[config.mk]
export PLATFORM = sky130hd
export DESIGN_NAME = game_input_ctrl
export DESIGN_NICKNAME = d
export VERILOG_FILES = /design/src/rtl/game_input_ctrl.sv
export SDC_FILE = /design/constraint.sdc
export NUM_CORES = 1
export LEC_CHECK = 0
export CORE_ASPECT_RATIO = 2
export CORE_MARGIN = 3
export CORE_UTILIZATION = 57
export CTS_CLUSTER_SIZE = 16
export DETAILED_ROUTE_END_ITERATION = 10
export HOLD_SLACK_MARGIN = 0.06
export PLACE_DENSITY_LB_ADDON = 0.08
export SLEW_MARGIN = 10
export SYNTH_ARGS = -nofsm -noshare
export SYNTH_HDL_FRONTEND = slang
export SYNTH_SLANG_ARGS = --single-unit
[constraint.sdc]
create_clock -name clk -period 2.7 [get_ports clk]
set_clock_uncertainty 0.1 [all_clocks]
set_input_delay 0.27 -clock clk [delete_from_list [all_inputs] [get_ports clk]]
set_output_delay 0.27 -clock clk [all_outputs]
set_load 0.1 [all_outputs]
[src/rtl/game_input_ctrl.sv]
// game_input_ctrl: input stage for the 4x4 light-toggle board.
// Debounces the raw buttons and switches, checks that the switch selection is
// one-hot, and drives registered row/column enables and a one-cycle fire strobe
// to the cell array.
// Define GAME_MIX_EN to add a sequencer that scrambles the board with LFSR-chosen moves.
// Ports:
//   clk       system clock
//   reset     asynchronous reset, active-low
//   fire_btn  raw fire button
//   mix_btn   raw mix button (used only with GAME_MIX_EN)
//   sw[3:0]   raw row/column select switches, one-hot expected
//   n_row     raw switch: 0 = sw picks a row, 1 = sw picks a column
//   row_en    one-hot row enable to the cell array
//   col_en    one-hot column enable to the cell array
//   fire      one-cycle fire strobe to the cell array
//   error     debounced sw is not one-hot
//   mixing    mix sequencer owns the outputs
module game_input_ctrl #(
    parameter int          DB_CYCLES = 1_000_000,
    parameter int          MIX_MOVES = 16,
    parameter int          MIX_GAP   = 4,
    parameter logic [15:0] LFSR_SEED = 16'hACE1
) (
    input  logic       clk,
    input  logic       reset,
    input  logic       fire_btn,
    input  logic       mix_btn,
    input  logic [3:0] sw,
    input  logic       n_row,
    output logic [3:0] row_en,
    output logic [3:0] col_en,
    output logic       fire,
    output logic       error,
    output logic       mixing
);
    localparam int CW = $clog2(DB_CYCLES + 1);
    localparam logic [CW-1:0] DB_LAST = CW'(DB_CYCLES - 1);

    // Bit layout: [3:0] sw, [4] fire_btn, [5] mix_btn, [6] n_row
    logic [6:0]    raw, s1_q, s2_q, db_q, db_d;
    logic [CW-1:0] cnt_q [7];
    logic [CW-1:0] cnt_d [7];
    logic [3:0]    row_en_q, row_en_d, col_en_q, col_en_d;
    logic          fire_q, fire_d, error_q, error_d, mixing_q, fire_prev_q;
    logic          sel_err, fire_norm;
    logic          mix_busy, mix_fire;
    logic [3:0]    mix_row, mix_col;

    assign raw = {n_row, mix_btn, fire_btn, sw};

    // For a 1-bit input, "synced differs from debounced" already implies the
    // synced value has not flipped back, so one equality test clears the count.
    always_comb begin
        for (int i = 0; i < 7; i++) begin
            db_d[i]  = db_q[i];
            cnt_d[i] = '0;
            if (s2_q[i] != db_q[i]) begin
                if (cnt_q[i] == DB_LAST) db_d[i] = s2_q[i];
                else cnt_d[i] = cnt_q[i] + 1'b1;
            end
        end
    end

    assign sel_err = !$onehot(db_q[3:0]);

`ifdef GAME_MIX_EN
    localparam int GW = $clog2(MIX_GAP + 1);
    localparam logic [2:0] IDLE = 3'd0, LOAD = 3'd1, PICK = 3'd2, ARM = 3'd3, FIRE = 3'd4, GAP = 3'd5;

    logic [2:0]    state_q, state_d, pick_q, pick_d;
    logic [7:0]    moves_q, moves_d;
    logic [GW-1:0] gap_q, gap_d;
    logic [15:0]   lfsr_q, lfsr_d;
    logic          mix_prev_q;

    always_comb begin
        state_d = state_q;
        pick_d  = pick_q;
        moves_d = moves_q;
        gap_d   = gap_q;
        lfsr_d  = (lfsr_q == 16'd0) ? LFSR_SEED
                : {lfsr_q[14:0], lfsr_q[15] ^ lfsr_q[13] ^ lfsr_q[12] ^ lfsr_q[10]};
        case (state_q)
            IDLE: if (db_q[5] && !mix_prev_q) state_d = LOAD;
            LOAD: begin
                moves_d = 8'(MIX_MOVES);
                state_d = PICK;
            end
            PICK: begin
                pick_d  = lfsr_q[2:0];
                state_d = ARM;
            end
            ARM:  state_d = FIRE;
            FIRE: begin
                gap_d   = '0;
                state_d = GAP;
            end
            GAP: begin
                if (gap_q == GW'(MIX_GAP - 1)) begin
                    moves_d = moves_q - 1'b1;
                    state_d = (moves_q == 8'd1) ? IDLE : PICK;
                end else begin
                    gap_d = gap_q + 1'b1;
                end
            end
            default: state_d = IDLE;
        endcase
    end

    // Sequencer outputs are decoded from next state so they land in the output flops in step with the FSM.
    assign mix_busy = state_d != IDLE;
    assign mix_fire = state_d == FIRE;
    assign mix_row  = ((state_d == ARM || state_d == FIRE) && !pick_d[0]) ? 4'b0001 << pick_d[2:1] : 4'b0000;
    assign mix_col  = ((state_d == ARM || state_d == FIRE) &&  pick_d[0]) ? 4'b0001 << pick_d[2:1] : 4'b0000;

    always_ff @(posedge clk or negedge reset) begin
        if (!reset) begin
            state_q    <= IDLE;
            pick_q     <= '0;
            moves_q    <= '0;
            gap_q      <= '0;
            lfsr_q     <= LFSR_SEED;
            mix_prev_q <= 1'b0;
        end else begin
            state_q    <= state_d;
            pick_q     <= pick_d;
            moves_q    <= moves_d;
            gap_q      <= gap_d;
            lfsr_q     <= lfsr_d;
            mix_prev_q <= db_q[5];
        end
    end
`else
    logic unused_mix;
    assign unused_mix = db_q[5];
    assign mix_busy   = 1'b0;
    assign mix_fire   = 1'b0;
    assign mix_row    = 4'b0000;
    assign mix_col    = 4'b0000;
`endif

    // Enables are frozen on the edge that launches a fire so they match the cycle before and the fire cycle.
    always_comb begin
        fire_norm = db_q[4] & ~fire_prev_q & ~error_q & ~mixing_q & ~mix_busy;
        fire_d    = mix_fire | fire_norm;
        error_d   = ~mix_busy & sel_err;
        row_en_d  = mix_busy ? mix_row : fire_norm ? row_en_q : (sel_err |  db_q[6]) ? 4'b0000 : db_q[3:0];
        col_en_d  = mix_busy ? mix_col : fire_norm ? col_en_q : (sel_err | ~db_q[6]) ? 4'b0000 : db_q[3:0];
    end

    always_ff @(posedge clk or negedge reset) begin
        if (!reset) begin
            s1_q        <= '0;
            s2_q        <= '0;
            db_q        <= '0;
            for (int i = 0; i < 7; i++) cnt_q[i] <= '0;
            fire_prev_q <= 1'b0;
            row_en_q    <= '0;
            col_en_q    <= '0;
            fire_q      <= 1'b0;
            error_q     <= 1'b0;
            mixing_q    <= 1'b0;
        end else begin
            s1_q        <= raw;
            s2_q        <= s1_q;
            db_q        <= db_d;
            for (int i = 0; i < 7; i++) cnt_q[i] <= cnt_d[i];
            fire_prev_q <= db_q[4];
            row_en_q    <= row_en_d;
            col_en_q    <= col_en_d;
            fire_q      <= fire_d;
            error_q     <= error_d;
            mixing_q    <= mix_busy;
        end
    end

    assign row_en = row_en_q;
    assign col_en = col_en_q;
    assign fire   = fire_q;
    assign error  = error_q;
    assign mixing = mixing_q;
endmodule

* After elaboration in Yosys (flattened, before gate mapping)
Index checks and enable logic that the tools add are counted.
** Storage, ports and cells
- Register bits :: 151
- Latch bits :: 0
- Memory bits (writable) :: 0
- Bits in read-only memories :: 0
- Bits of input ports :: 9
- Output and inout bits :: 11
- Logic and storage cells :: 69
- Memories :: 0
** Cells by class
- Add/sub/neg operators :: 9
- Multipliers :: 0
- Divide/modulo/power cells :: 0
- Order comparisons :: 0
- Eq/ne operators :: 13
- Shifts and indexed selects :: 0
- Mux-type cells :: 14
- Bitwise gates (word level) :: 7
- Reduce and logical (&&, ||, !) cells :: 7
** Operators with widths (count)
- $mux W20 :: 12
- $add A20 B1 Y20 const B :: 6
- $eq A20 B20 Y1 const B :: 6
- $reduce_and A2 Y1 :: 6
- $mux W4 :: 2
- $ne A1 B1 Y1 :: 6
- $add A1 B1 Y2 :: 2
- $add A2 B2 Y3 :: 1
- $eq A3 B1 Y1 const B :: 1
- $not A1 Y1 :: 3
- $and A1 B1 Y1 :: 2
- $or A1 B1 Y1 :: 2
- $logic_not A1 Y1 :: 1

* Longest topological paths before layout
Gate-level depths: netlist of the first run.
- Depth after elaboration :: 6
- Depth in mapped cells :: 9
- Mapped depth without buffers :: 9

* Worst setup path before layout of the first run
OpenSTA, ideal clock, no wires.
- Kind :: flip-flop to flip-flop
- From :: register db_q[0]
- To :: register col_en_q[0] (netlist: col_en[0])
- Setup time :: 0.069 ns
- Arrival :: 2.106 ns
- Slack :: 0.425 ns
- Cell stages (with the launch flop) :: 10
- Buffers on the path :: 0
- Cell sequence :: dfrtp_1 > inv_1 > fa_1 > inv_1 > ha_1 > ha_1 > nor2_1 > nand2_1 > nor3b_1 > a22o_1
** On the way
- Word-level cells in the longest chain between the ends :: 6
** RTL lines
- start: declaration :: line 40 : logic [6:0] raw, s1_q, s2_q, db_q, db_d;
- start signal: assignment :: line 155 : db_q <= '0;
- start signal: assignment :: line 166 : db_q <= db_d;
- $add A1 B1 Y2 (implied by the code) :: line 64 : assign sel_err = !$onehot(db_q[3:0]);
- $add A2 B2 Y3 (implied by the code) :: line 64
- $eq A3 B1 Y1 :: line 64
- $logic_not A1 Y1 :: line 64
- named net error_d :: line 44 : logic fire_q, fire_d, error_q, error_d, mixing_q, fire_prev_q;
- $or A1 B1 Y1 :: line 148 : col_en_d = mix_busy ? mix_col : fire_norm ? col_en_q : (sel_err | ~db_q[6]) ? 4'b0000 : db_q[3:0];
- $mux W4 :: line 148
- end signal: assignment :: line 170 : col_en_q <= col_en_d;
- end: declaration :: line 43 : logic [3:0] row_en_q, row_en_d, col_en_q, col_en_d;
The timed path passes the listed nets, and every way through them passes these cells.
A chain may end at the register's enable or synchronous reset.

* Final worst setup path of the first run
Same ends and word-level chain as after synthesis.

==> metrics.md, run 1 <==
| Metric | Value |
|---|---|
| Layout fillers | 927 |
| Most frequent cells in the layout | dfrtp_1 (149), nor2_1 (92), xnor2_1 (48) |
| Worst-Margin Slew | about 0.65 ns |
| CP top delay family | adder cells |
| DRT antenna net count | 0 |
| Antenna violations before repair | 0 |
| Comb pwr share | 0.030 |
| GRT overflow | 0 |
| Final slew viol count | 0 |
| First-pass GRT wire length | 24,500 um |
| Reg-to-Reg Start | db_q[0] |
| Reg2Reg Setup Slack | 0.20 ns |
| Status | completed |
| # Max-Cap Violations | 0 |
| Clk slew on worst S/H paths | 0.06 ns |
| Max FO, Critical Path | 5 |
| Worst skew pair latency | 0.41 ns |
| Total track usage | 0.217 |
| Gp weighted congestion | about 0.84 |
| Clk sink count | 149 |
| Part of the power in registers | 0.457 |
| R2R depth | 9 |
| Area of the die | 13,800 sq um |
| Asr flop ratio synth | 1.00 |
| Post-Route Utilization | 0.675 |
| Max transition margin | 0.560 |
| Hold WS | ~0.19 ns |
| Synth warnings | 0 |
| Vias | 5,208 |
| Crit start category | register |
| Buffers on Ports | 17 |
| Layout Cells excl Fill | 885 |
| Final setup viols | 0 |
| Period utilisation layout | 0.925 |
| Main flop type after synthesis | dfrtp_1 |
| CP peak stage delay | roughly 0.53 ns |
| Clock root buffer | clkbuf_16 |
| Total chip power | ~5000 uW |
| EDFF count, synth | 0 |
| DIE WIDTH | roughly 85 um |
| Syn Area/Cell | 10.1 sq um |
| Initial drt markers | 234 |
| Post-synthesis cell count | between 600 and 700 |
| Vias/cell | 5.88 |
| Critical path's slowest cell | fa_1 |
| Worst hold stages | 1 |
| RSZ-0062 raised after global routing | no |
| DRT Pass-1 Iters | 5 |
| CTS tree | built |
| Area of the multi-input gates | 3100 sq um |
| Yosys cell types | 45 |
| Placed cells | 852 |
| Post-CTS setup buffers | 0 |
| Clock power share | 0.513 |
| Post-DP HPWL | around 9600 um |
| Register area | 3730 sq um |
| Hold path startpoint | sw[0] |
| Sw frac | 0.208 |
| # rows | 56 |
| Core Region | 11,900 sq um |
| Die Span Y | 163 um |
| # DRC | 0 |
| Critical path endpoint category | register |
| Ant. Diodes | 0 |
| Largest net degree at the start of global routing | 59 |
| Final net count | 745 |
| Sequential area share after synthesis | 0.530 |
| I/O Pins | 20 |
| Synthesized cell area | 7030 sq um |
| Power per cell area | 624 nW/um^2 |
| Final Hold Vio Count | 0 |
| Critical Path, Cell by Cell | inv_1 > fa_1 > inv_1 > ha_1 > ha_1 > nor2_1 > nand2_1 > nor3b_1 > a22o_1 |
| Pint | 3970 uW |
| Final WL | between 10,000 and 15,000 um |
| P_sw | about 1000 uW |
| Avg WL per Cell | 15.6 um |
| Clock Tree Buf Depth | 2 |
| Maximum vdd drop | 0.515 mV |
| Initial Utilization | 0.590 |
| Vias in the first global route | 5,496 |
| Worst hold endpoint | s1_q[0] |
| Leak pwr | 0.00330 uW |
| Seq cells post-synth | approximately 150 |
| Syn Nets | 713 |
| CTS Buf Count | 17 |
| Share of layout cells above drive strength 1 | 0.109 |
| Setup TNS | 0 ns |
| Crit Path Class | register to register |
| Htree depth | 4 |
| Fmax | about 400 MHz |
| Commonest non-fill, non-tap cell in the layout | dfrtp_1 |
| Minimum clock period | about 2.5 ns |
| CP bufs+invs | 2 |
| Hold Path Class | primary input to register |
| Crit path DAT | ~2.7 ns |
| Worst path required time | 2.94 ns |
| RR Endpoint | col_en[0] |
| Area grow syn2layout | 14.3% |
power groups by stage:
stage | registers [uW] | clock network [uW] | logic, uW
global placement | 2330 | 0 | 144
detailed placement | 2330 | 0 | 151
floorplan | 2330 | 0 | 74.7
CTS | 2290 | 2620 | 154
global route | 2300 | 2700 | 171
finish | 2290 | 2570 | 148
logic make-up after synthesis:
family / Yosys count / synth area share
adder cells (fa/ha/maj): 9 / 0.0171
buffers and inverters: 51 / 0.0310
other: 1 / 0.000533
AND/OR/NAND/NOR: 313 / 0.234
XOR/XNOR: 75 / 0.0934
AO/OA/AOI/OAI: 87 / 0.0787
multiplexers: 10 / 0.0153
flip-flops: 149 / 0.530
metal layers:
layer	global-route usage	wire length, um
met5	0	0
met4	0.0865	240
met3	0.0510	523
met2	0.389	7650
met1	0.245	5370
flip-flops by register name (all words and copies together) (netlist names), 4 cells and up:
name / count
s1_q: 6
db_q: 6
row_en: 4
cnt_q: 120
s2_q: 6
col_en: 4
cells in the mapped netlist (3+ instances only):
master | count | area (sq um)
nand2_1 | 34 | 128
nor2_1 | 92 | 345
nand3_2 | 3 | 30.0
and3_1 | 9 | 56.3
a22o_1 | 8 | 70.1
inv_1 | 33 | 124
or4_4 | 4 | 45.0
a21oi_1 | 34 | 170
dfrtp_1 | 149 | 3730
or4_1 | 21 | 158
o31ai_1 | 11 | 82.6
xor2_1 | 27 | 236
buf_2 | 6 | 30.0
nor4_1 | 19 | 119
mux2_2 | 6 | 67.6
clkbuf_1 | 9 | 33.8
and2_1 | 5 | 31.3
nand3_1 | 47 | 235
nor3_1 | 23 | 115
nand4_1 | 21 | 131
or3_1 | 18 | 113
ha_1 | 8 | 100
xnor2_1 | 48 | 420
mux2i_1 | 4 | 40.0
nor4b_1 | 3 | 26.3
o21ai_0 | 27 | 135
nor2b_1 | 3 | 18.8
repair_timing:
action | 4_1_cts | 5_1_grt
hold buffers | 1 | 0
endpoints found under the hold margin | 54 | 0
resized for setup | 0 | 1
setup endpoints to repair | 0 | 3
per-stage QoR:
| stage | setup slack, ns | cell area (sq um) |
|---|---|---|
| 6_report | 0.203 | 8040 |
| 5_1_grt | 0.00238 | 8040 |
| 4_1_cts | 0.153 | 8030 |
| 3_5_place_dp | 0.181 | 7370 |
| 3_3_place_gp | 0.237 | 7370 |
| 2_1_floorplan | 0.425 | 7030 |
worst max path at each step:
| stage | startpoint | end | slack (ns) | cells after the start |
|---|---|---|---|---|
| final | db_q[0] | col_en[0] | 0.20 | 9 |
| after floorplan | db_q[0] | col_en[0] | 0.43 | 9 |
| after detailed placement | db_q[0] | col_en[0] | 0.18 | 9 |
| after CTS | db_q[0] | col_en[0] | 0.15 | 9 |
| after global routing | db_q[0] | col_en[3] | 0.002 | 9 |
| after global placement | db_q[0] | row_en[3] | 0.24 | 9 |
final cells by class:
class | instances | area share
Sequential cell | 149 | 0.464
Multi-Input combinational cell | 495 | 0.386
Clock buffer | 19 | 0.0551
Timing Repair Buffer | 31 | 0.0316
Clock inverter | 13 | 0.0254
Tap cell | 145 | 0.0226
Inverter | 33 | 0.0154
Note: power is estimated with default switching activity, not from simulation.
==> run 2, diff against run 1 <==
- SLEW_MARGIN: 10 -> default
==> results of run 2 <==
Final layout, timing and power as in run 1 (identical DEF).
